==> src/rtl/viterbi_ber_monitor.sv <==
// Receive-side BER monitor: auto-aligns decoded bits against reference history, then counts bits/errors.
// Optional simulation trace enabled by defining BER_MON_DISPLAY_EN.
module viterbi_ber_monitor #(
    parameter int MAX_LAT  = 64,
    parameter int LOCK_WIN = 32,
    parameter int LOSS_THR = 8,
    parameter int CNT_W    = 16
) (
    input  logic                       clk,
    input  logic                       rst,
    input  logic                       ref_valid_i,
    input  logic                       ref_bit_i,
    input  logic                       dec_valid_i,
    input  logic                       dec_bit_i,
    input  logic                       clear_i,
    output logic                       locked_o,
    output logic [$clog2(MAX_LAT)-1:0] latency_o,
    output logic [CNT_W-1:0]           bit_ct_o,
    output logic [CNT_W-1:0]           err_ct_o,
    output logic                       sat_o
);

    localparam int LAT_W = $clog2(MAX_LAT);
    localparam int RUN_W = $clog2(LOCK_WIN + 1);
    localparam int WE_W  = $clog2(LOSS_THR + 1);

    typedef enum logic [1:0] {IDLE, SEARCH, LOCK} state_t;

    state_t             state, state_n;
    logic [MAX_LAT-1:0] hist;
    logic [LAT_W-1:0]   cand, cand_n, cand_inc;
    logic [RUN_W-1:0]   run, run_n;
    logic [RUN_W-1:0]   win_ct, win_ct_n;
    logic [WE_W-1:0]    win_err, win_err_n;
    logic [CNT_W-1:0]   bit_ct, bit_n, err_ct, err_n;
    logic               sat, sat_n;
    logic               match;

    always_ff @(posedge clk or negedge rst) begin
        if (!rst) begin
            state   <= IDLE;
            hist    <= '0;
            cand    <= '0;
            run     <= '0;
            win_ct  <= '0;
            win_err <= '0;
            bit_ct  <= '0;
            err_ct  <= '0;
            sat     <= 1'b0;
        end else begin
            state   <= state_n;
            cand    <= cand_n;
            run     <= run_n;
            win_ct  <= win_ct_n;
            win_err <= win_err_n;
            bit_ct  <= bit_n;
            err_ct  <= err_n;
            sat     <= sat_n;
            if (ref_valid_i)
                hist <= {hist[MAX_LAT-2:0], ref_bit_i};
        end
    end

    // Compare uses pre-edge history, so a same-edge shift never affects the match.
    assign match    = (dec_bit_i == hist[cand]);
    assign cand_inc = (cand == LAT_W'(MAX_LAT - 1)) ? '0 : cand + LAT_W'(1);

    always_comb begin
        state_n   = state;
        cand_n    = cand;
        run_n     = run;
        win_ct_n  = win_ct;
        win_err_n = win_err;
        bit_n     = bit_ct;
        err_n     = err_ct;
        sat_n     = sat;
        if (dec_valid_i) begin
            if (state == LOCK) begin
                if (bit_ct == '1) sat_n = 1'b1;
                else              bit_n = bit_ct + CNT_W'(1);
                if (!match) begin
                    if (err_ct == '1) sat_n = 1'b1;
                    else              err_n = err_ct + CNT_W'(1);
                end
                win_ct_n  = win_ct + RUN_W'(1);
                win_err_n = win_err + WE_W'(!match);
                if (win_err_n == WE_W'(LOSS_THR)) begin
                    state_n   = SEARCH;
                    cand_n    = cand_inc;
                    run_n     = '0;
                    win_ct_n  = '0;
                    win_err_n = '0;
                end else if (win_ct_n == RUN_W'(LOCK_WIN)) begin
                    win_ct_n  = '0;
                    win_err_n = '0;
                end
            end else begin
                // IDLE evaluates its first decoded bit exactly like SEARCH.
                state_n = SEARCH;
                if (match) begin
                    run_n = run + RUN_W'(1);
                    if (run_n == RUN_W'(LOCK_WIN)) begin
                        state_n   = LOCK;
                        run_n     = '0;
                        win_ct_n  = '0;
                        win_err_n = '0;
                    end
                end else begin
                    run_n  = '0;
                    cand_n = cand_inc;
                end
            end
        end
        if (clear_i) begin
            bit_n = '0;
            err_n = '0;
            sat_n = 1'b0;
        end
    end

    assign locked_o  = (state == LOCK);
    assign latency_o = cand;
    assign bit_ct_o  = bit_ct;
    assign err_ct_o  = err_ct;
    assign sat_o     = sat;

`ifdef BER_MON_DISPLAY_EN
    always_ff @(posedge clk) begin
        if (rst && dec_valid_i) begin
            if (state != LOCK && state_n == LOCK)
                $display("lock lat=%0d", cand);
            if (state == LOCK && state_n == SEARCH)
                $display("loss of lock lat=%0d", cand);
            if (state == LOCK && !match)
                $display("mismatch bit_ct=%0d err_ct=%0d", bit_n, err_n);
        end
    end
`else
`endif

endmodule

==> config.mk <==
export PLATFORM = sky130hd
export DESIGN_NAME = viterbi_ber_monitor
export DESIGN_NICKNAME = d
export VERILOG_FILES = /design/src/rtl/viterbi_ber_monitor.sv
export SDC_FILE = /design/constraint.sdc
export NUM_CORES = 1
export LEC_CHECK = 0
export ABC_AREA = 1
export BUFFER_PORTS_ARGS = -buffer_cell sky130_fd_sc_hd__buf_2
export CORE_UTILIZATION = 60
export DETAILED_ROUTE_END_ITERATION = 7
export PLACE_DENSITY_LB_ADDON = 0.15
export SYNTH_ARGS = -nofsm -noshare
export SYNTH_HDL_FRONTEND = slang
export SYNTH_SLANG_ARGS = --single-unit
==> constraint.sdc <==
create_clock -name clk -period 3.6 [get_ports clk]
set_input_delay 0.36 -clock clk [delete_from_list [all_inputs] [get_ports clk]]
set_output_delay 0.36 -clock clk [all_outputs]
set_load 0.02 [all_outputs]
==> metrics.txt, run 1 <==
status complete, no violations; Antenna Cells 0; Async S/R FF share, synth 100%; Area Overhead vs Synth 13.6%; Final Hold Fails 0; pin count of the biggest net entering global routing 60; global-route wire length before repair 25,100 um; Synth top cells by count nand2_1, dfrtp_1, inv_1; TritonCTS clock tree done; Final period util 89.7%; mux cell area share after synthesis 0.177%; Syn. warnings 0; CP Data Arrival Time 3.64 ns; initial antenna violation count 0; Sinks on Clock Net 121; clk_lat worst skew 0.53 ns; sequential cell area fraction in the yosys report 47.6%; xor-xnor portion of the synthesized cell area 2.62%; predominant post-synthesis flop cell dfrtp_1; Setup Viol. Count Final 0; die area 11,000 sq um; post-synth top area share 47.6%; adder-cell share of the synthesized area 1.38%; pwr/cell area 595 nW/um^2; Reg2Reg Depth 24; #FFs+latches synth 121; final worst path period need 3.23 ns; setup_tns 0 ns; Reg clk slew, reported paths 0.05 ns; CP Max Fanout 9; Crit. End Element flop; Max VDD drop 492 uV; routed len/inst 14.0 um; clock skew 0.00627 ns; io pins 47; post-route cell area 7230 sq um; dpl cell area 6710 sq um; post-DP HPWL 9710 um; width of the die 105 um; global route overflow 0; # DRC 0; crit path kind flop to flop; Post-Synth Simple-Gate Area 30.4%; antenna viol nets, final 0; worst slew pin tran 1.00 ns; Post-CTS Setup Repair Bufs 0; total clock buffers created by CTS 17; 1st-iter DRT viols 382; number of synthesized flops with an enable pin 0; Critical Path Source Type flop; cells after synthesis 845; Avg Synthesized Cell Area 7.53 sq um; vias per std cell 5.50; FMAX 310 MHz; Routed WL 14,500 um; Yosys cell types 35; fin. max-slew vios 0; Static Leakage 3.65 nW; Worst Hold Depth 2; synthesized net count 859; share of cells above drive strength 1 10.6%; Max clock buf depth 2; Synth Area in Compound Gates 8.75%; Slew HR 33.1%; die height 105 um; RSZ-0062 raised after global routing false; Synth Cell Area 6360 sq um; core region area 10,300 sq um; fin util 70.0%; largest area contributor in the netlist dfrtp_1; GRT Total Usage 28.7%; PortBufs 46; Root Buffer Master clkbuf_8; largest family of logic cells by synthesized area simple AND/OR/NAND/NOR gates; Worst EP required 4.01 ns; top post-synthesis cells by area dfrtp_1, nand2_1, nand3_1, inv_1, o21ai_0; nets@finish 902; count leader, synth nand2_1; Initial Util 61.6%; Final Power 4.30 mW; worst hold path type input pin to flop; routed vias 5,682; H-Tree Depth 4; TritonRoute pass-1 iters 5; Core Rows 37; vias in the first global route 5,469; RD Place Congestion 0.853; Max-Cap Viols 0
## layer usage
metal | GRT usage (%) | vias up | share of wire [%]
met5 | 0 | - | 0
met4 | 9.46 | 0 | 1.4
met3 | 8.48 | 18 | 4.8
met2 | 46.3 | 154 | 48
met1 | 37.2 | 2701 | 45
li1 | - | 2809 | -
## critical path, cell delays in order, from the launching register on
cell and delay (ns):
dfrtp_1 0.37, inv_1 0.23, buf_4 0.24, nand3_1 0.09, nand2_1 0.07, nand2_1 0.04
nand2_1 0.07, clkinv_1 0.05, nand2_1 0.06, nand2_1 0.05, nand2_1 0.09, inv_2 0.06
nand3_2 0.10, nand2_4 0.09, ha_1 0.20, ha_1 0.19, xor2_1 0.17, nor3_1 0.17
nand2_1 0.09, nand2_1 0.08, inv_1 0.07, nor2_4 0.16, nand2_1 0.19, nand2_1 0.12
nand2_1 0.06
## layout make-up
type | instances | area (sq um)
Tap cell | 136 | 170
Clock buffer | 23 | 447
Timing Repair Buffer | 61 | 360
Multi-Input combinational cell | 579 | 2770
Inverter | 108 | 405
Sequential cell | 121 | 3030
Fill cell | 883 | 3100
Clock inverter | 5 | 50.0
## sequential cells by signal, indices dropped and copies added, names as in the netlist
| register | count |
|---|---|
| win_ct | 6 |
| win_err | 4 |
| sat_o | 1 |
| err_ct_o | 16 |
| run | 6 |
| bit_ct_o | 16 |
| latency_o | 6 |
| state | 2 |
| hist | 64 |
## cells in the final DEF (no fill, tap or decap), drive strengths merged, types with 7 or more instances in the layout
| master | count |
|---|---|
| ha | 7 |
| clkinv | 7 |
| inv | 105 |
| clkbuf | 23 |
| o21ai | 69 |
| nor2 | 61 |
| a21oi | 22 |
| nand4 | 22 |
| xor2 | 15 |
| buf | 60 |
| dfrtp | 121 |
| nand2 | 244 |
| nand3 | 92 |
| nor3 | 21 |
## kinds of logic (layout without fill, tap and decap cells)
logic type,Yosys count,count (layout)
muxes,1,1
adders and majority gates,7,7
buffers and inverters,145,197
xor gates and xnor gates,19,19
and+or+nand+nor,447,447
AOI/OAI and AO/OA,105,105
DFF,121,121
## final timing paths
check	slack [ns]	start	endpoint
worst max-delay path	0.37	latency_o[1]	latency_o[5]
worst min-delay path	0.07	ref_bit_i	hist[0]
worst max register to register	0.37	latency_o[1]	latency_o[5]
worst min register to register	0.48	hist[1]	hist[2]
max in group asynchronous	2.22	rst	win_ct[1]
min in group asynchronous	0.44	rst	hist[52]
## power by group
| part | switching [mW] | internal (mW) |
|---|---|---|
| logic | 0.804 | 0.396 |
| registers | 0.116 | 1.51 |
| clock network | 0.560 | 0.910 |
## per-stage QoR
| stage | worst slack [ns] | hold WS [ns] | cells |
|---|---|---|---|
| 2_1_floorplan | 0.347 | 0.0644 | 845 |
| 3_3_place_gp | 0.303 | 0.458 | 1004 |
| 3_5_place_dp | 0.214 | 0.464 | 1004 |
| 4_1_cts | 0.170 | 0.0466 | 1033 |
| 5_1_grt | 0.0458 | 0.0487 | 1033 |
| 6_report | 0.371 | 0.0662 | 1033 |
## timing repair
item                       in CTS  in global routing
resized for setup               0                  2
hold endpoints to repair       57                  0
hold buffers                    1                  0
setup endpoints to repair       0                 13
No activity file was read; power rests on OpenSTA's default activity.
==> inputs of run 2 (changes only) <==
Settings changed: CORE_UTILIZATION 60 to 55, REMOVE_ABC_BUFFERS set to 1, SLEW_MARGIN set to 10.
Clock period 3.6 ns to 2.7 ns, I/O delays scaled along.
==> run 2 against run 1 <==
Compared with the run above:
- die area is 8.9% higher
- total power increased by 55%
- sequential power increased by 34%
- critical path depth is 2 higher
- hold slack better by 0.016 ns
- sequential share of layout area decreased by 3.9 points
- combinational power rose by 100%
- the run now ends with setup timing left
- utilization grew 2.2 points
==> metrics.txt, run 2 (synthesis results as in run 1) <==
Final Hold Fails 0; net switching power 2.28 mW; status finished with violations; nets@finish 949; worst slew pin tran 0.670 ns; width of the die 110 um; worst hold path type input pin to flop; post-DP HPWL 10,000 um; Fillers 842; Max VDD drop 627 uV; Largest register FFs 64; Metal-1 WL 7100 um; Core Rows 38; H-Tree Depth 4; wire length on met3 682 um; routed len/inst 14.5 um; fin util 72.2%; Routed WL 15,700 um; Top Layer Used met4; pre-CTS WS -0.424 ns; Area Overhead vs Synth 25.2%; clock skew 0.00870 ns; initial antenna violation count 0; fin. max-slew vios 0; final worst path period need 3.10 ns; # DRC 0; Seq pwr share 32.6%; antenna viol nets, final 0; CP Data Arrival Time 3.44 ns; final setup margin -0.399 ns; die height 110 um; share of cells above drive strength 1 19.1%; clk_lat worst skew 0.42 ns; Critical Path Source Type flop; crit path kind flop to flop; PortBufs 46; total clock buffers created by CTS 17; commonest non-fill, non-tap cell in the layout nand2_1; Crit. End Element flop; TritonRoute pass-1 iters 5; Max-Cap Viols 0; metal2 WL 7630 um; Clk pwr share 31.4%; RSZ-0062 raised after global routing true; FMAX 323 MHz; CP Max Fanout 9; Static Leakage 3.98 nW; vias in the first global route 5,474; TritonCTS clock tree done; Antenna Cells 0; Root Buffer Master clkbuf_16; vias per std cell 5.39; core region area 11,000 sq um; post-route cell area 7970 sq um; Logic pwr share 36.0%; Initial Util 57.7%; Reg clk slew, reported paths 0.05 ns; Largest Register hist; pwr/cell area 837 nW/um^2; 1st-iter DRT viols 512; io pins 47; dpl cell area 6990 sq um; die area 12,000 sq um; failing checks setup timing; commonest cells after routing, fill and taps aside nand2_1, dfrtp_1, inv_1; RD Place Congestion 0.868; pin count of the biggest net entering global routing 72; routed vias 5,854; Final period util 115%; Max clock buf depth 2; global route overflow 0; Net Sw Frac 34.2%; Slew HR 55.3%; global-route wire length before repair 25,500 um; Setup Viol. Count Final 21; Internal Power 4.39 mW; Sinks on Clock Net 121; GRT Total Usage 27.7%; Worst EP required 3.04 ns
-- run 2: worst paths after layout --
| path | end | startpoint | slack (ns) | depth (start not counted) |
|---|---|---|---|---|
| min in group asynchronous | hist[60] | rst | 0.44 | 2 |
| hold / removal | hist[0] | ref_bit_i | 0.08 | 2 |
| max in group asynchronous | bit_ct_o[0] | rst | 1.53 | 3 |
| setup reg to reg | run[2] | latency_o[0] | -0.40 | 26 |
| hold reg to reg | hist[4] | hist[3] | 0.48 | 2 |
| setup / recovery | run[2] | latency_o[0] | -0.40 | 26 |
-- run 2: critical path: stages, from the launching register on --
cell and delay (ns):
dfrtp_1 0.40, inv_2 0.10, buf_6 0.12, buf_16 0.12, nand2_1 0.05, nand3_1 0.08, nand3_1 0.11, nand3_2 0.10
nand2_1 0.05, nand2_1 0.07, nand2_2 0.07, inv_4 0.08, nand2_4 0.06, nand2_4 0.07, nand2_4 0.05, ha_4 0.16
ha_4 0.17, xor2_4 0.15, nor3_2 0.20, nand2_2 0.11, nand2_2 0.09, inv_2 0.06, nor2_4 0.08, buf_6 0.15
nand2_4 0.05, xor2_1 0.13, a21oi_1 0.12
-- run 2: what timing repair did --
action,in CTS,in global routing
gates resized for setup,42,18
endpoints found under the setup margin,20,35
cloned,3,0
setup buffers,12,4
pin swaps,10,6
hold endpoints to repair,46,0
hold buffers,1,0
-- run 2: per-layer routing --
| layer | up-vias | global-route usage, % |
|---|---|---|
| met1 | 2771 | 35.9 |
| met4 | 0 | 10.0 |
| met3 | 32 | 7.17 |
| li1 | 2899 | - |
| met5 | - | 0 |
| met2 | 152 | 44.7 |
-- run 2: layout make-up --
class / instances / area, sq um / share of cell area [%]
sequential: 121 / 3030 / 38.0
multi-input combinational: 579 / 2960 / 37.2
timing repair buffer: 108 / 846 / 10.6
clock buffer: 22 / 474 / 5.95
inverter: 108 / 408 / 5.12
tap: 140 / 175 / 2.20
clock inverter: 8 / 72.6 / 0.911
-- run 2: power by group through the flow --
stage | logic (mW) | registers (mW) | clock network, mW
after floorplan | 0.961 | 2.28 | 0
after global placement | 1.80 | 2.19 | 0
after detailed placement | 1.84 | 2.20 | 0
after CTS | 2.23 | 2.17 | 2.11
after global routing | 2.63 | 2.20 | 2.19
final | 2.40 | 2.18 | 2.09
-- run 2: stage by stage --
step | setup TNS [ns] | total power, mW | hold slack [ns] | cells
5_1_grt | -9.76 | 7.01 | 0.0746 | 1086
3_5_place_dp | -5.74 | 4.04 | 0.345 | 1038
3_3_place_gp | -3.38 | 3.99 | 0.345 | 1038
4_1_cts | -3.76 | 6.51 | 0.0780 | 1083
2_1_floorplan | -25.98 | 3.24 | -0.0256 | 808
6_report | -6.61 | 6.66 | 0.0826 | 1086
==> inputs of run 3 (changes only) <==
Settings changed: CORE_MARGIN set to 2.
==> run 3 against run 2 <==
Compared with the run above:
- largest power group unchanged
- die area increased by 3.7%
- via count rose by 1.1%
- routed wire length about the same
- clock skew is 0.0044 ns higher
- total power rose by 1.8%
- clock-buffer cell count is 1 higher
- design area grew 0.68%
- the run still ends with setup timing left
- register-to-register slack got worse by 0.07 ns
- first-iteration DRC count shrank 3.9%
==> metrics.txt, run 3 (synthesis results as in run 1) <==
pin count of the biggest net entering global routing 87; Internal Power 4.53 mW; Critical Path Source Type flop; io pins 47; Sinks on Clock Net 121; Largest register FFs 64; vias per std cell 5.40; Worst EP required 3.06 ns; Slew HR 50.4%; Initial Util 55.9%; Clk pwr share 33.4%; 1st-iter DRT viols 492; CP Data Arrival Time 3.52 ns; final setup margin -0.466 ns; pwr/cell area 846 nW/um^2; Seq pwr share 32.0%; Crit. End Element flop; crit path kind flop to flop; Reg clk slew, reported paths 0.05 ns; worst hold path type input pin to flop; total clock buffers created by CTS 17; FMAX 316 MHz; fin util 70.5%; Routed WL 15,700 um; TritonRoute pass-1 iters 6; placed cells 1,051; RSZ-0062 raised after global routing true; Static Leakage 4.04 nW; post-DP HPWL 10,300 um; die height 112 um; nets@finish 955; routed vias 5,918; width of the die 112 um; PortBufs 46; H-Tree Depth 4; global route overflow 0; Core Rows 39; failing checks setup timing; status finished with violations; routed len/inst 14.3 um; Final Hold Fails 0; worst slew pin tran 0.743 ns; initial antenna violation count 0; Antenna Cells 0; clock skew 0.0131 ns; CP Max Fanout 6; Area Overhead vs Synth 26.1%; final worst path period need 3.17 ns; TritonCTS clock tree done; Root Buffer Master clkbuf_16; commonest non-fill, non-tap cell in the layout nand2_1; Logic pwr share 34.6%; fin. max-slew vios 0; Max-Cap Viols 0; final non-filler cell total 1,096; Max clock buf depth 2; net switching power 2.25 mW; Largest Register hist; clk_lat worst skew 0.43 ns; share of cells above drive strength 1 19.1%; die area 12,400 sq um; global-route wire length before repair 26,100 um; vias in the first global route 5,673; Net Sw Frac 33.2%; Final period util 117%; RD Place Congestion 0.883; Max VDD drop 608 uV; antenna viol nets, final 0; # DRC 0; Setup Viol. Count Final 21; commonest cells after routing, fill and taps aside nand2_1, dfrtp_1, inv_1; GRT Total Usage 26.0%; core region area 11,400 sq um
## run 3: changes by cell type in the layout (fill, tap and decap cells not counted), moves of 3 or more
cell,before,now
nand3_1,82,86
nand2_2,11,8
nand2_1,224,230
nor3_1,18,15
clkbuf_16,17,20
nand3_2,8,5
buf_4,48,52
nand2_4,9,6
## run 3: final timing paths
check	slack [ns]	startpoint	depth (start not counted)	endpoint
setup / recovery	-0.47	latency_o[0]	22	latency_o[3]
hold / removal	0.08	ref_bit_i	2	hist[0]
setup reg to reg	-0.47	latency_o[0]	22	latency_o[3]
hold reg to reg	0.47	hist[50]	2	hist[51]
max in group asynchronous	1.49	rst	3	hist[18]
min in group asynchronous	0.47	rst	2	hist[5]
## run 3: routing by layer
| layer | part of all wire, % | up-vias | wire length [um] | track usage [%] |
|---|---|---|---|---|
| met1 | 45 | 2825 | 7080 | 35.8 |
| met2 | 48 | 160 | 7550 | 40.0 |
| met4 | 2.1 | 0 | 337 | 11.1 |
| met3 | 4.9 | 28 | 764 | 5.82 |
| li1 | - | 2905 | - | - |
| met5 | 0 | - | 0 | 0 |
## run 3: area by class of cell
type / instances / area, sq um
well taps: 143 / 179
flip-flops and latches: 121 / 3030
repair buffers: 114 / 905
inverters: 108 / 408
fillers: 900 / 3350
multi-input cells: 579 / 2910
clock inverters: 8 / 92.6
clock buffers: 23 / 498
## run 3: critical path, stage by stage (launching register included)
cell	delay, ns
dfrtp_1	0.43
buf_6	0.18
clkbuf_16	0.15
nand2_1	0.07
nand3_1	0.07
a21oi_1	0.19
nor2_1	0.07
nand2_1	0.10
nand3_2	0.17
nand3_4	0.15
nand2_4	0.06
ha_4	0.16
ha_4	0.16
xor2_2	0.18
nor3_2	0.17
nand2_1	0.12
nand2_2	0.09
inv_2	0.05
nor2_4	0.08
buf_6	0.13
buf_6	0.11
nand4_1	0.10
nand2_1	0.11
## run 3: repair_timing
action,CTS,global route
setup buffers,6,5
endpoints found under the hold margin,55,0
gates cloned,3,3
gates resized for setup,22,28
hold buffers,1,0
setup endpoints to repair,20,25
pin swaps,11,20
## run 3: stage by stage
stage	setup slack (ns)	total power, mW	area, sq um	TNS [ns]	hold WS [ns]
6_report	-0.466	6.78	8020	-8.03	0.0830
5_1_grt	-0.675	7.15	8020	-12.01	0.0774
4_1_cts	-0.388	6.49	7820	-6.87	0.0691
3_5_place_dp	-0.421	4.05	7060	-6.32	0.392
3_3_place_gp	-0.270	4.00	7060	-3.45	0.385
2_1_floorplan	-1.52	3.24	6190	-25.98	-0.0256
## run 3: power groups by stage
stage               Combinational [mW]  Sequential (mW)  Clock [mW]
global route                      2.58             2.20        2.38
CTS                               2.03             2.16        2.30
finish                            2.34             2.17        2.27
detailed placement                1.85             2.19           0
global placement                  1.81             2.19           0
floorplan                        0.961             2.28           0
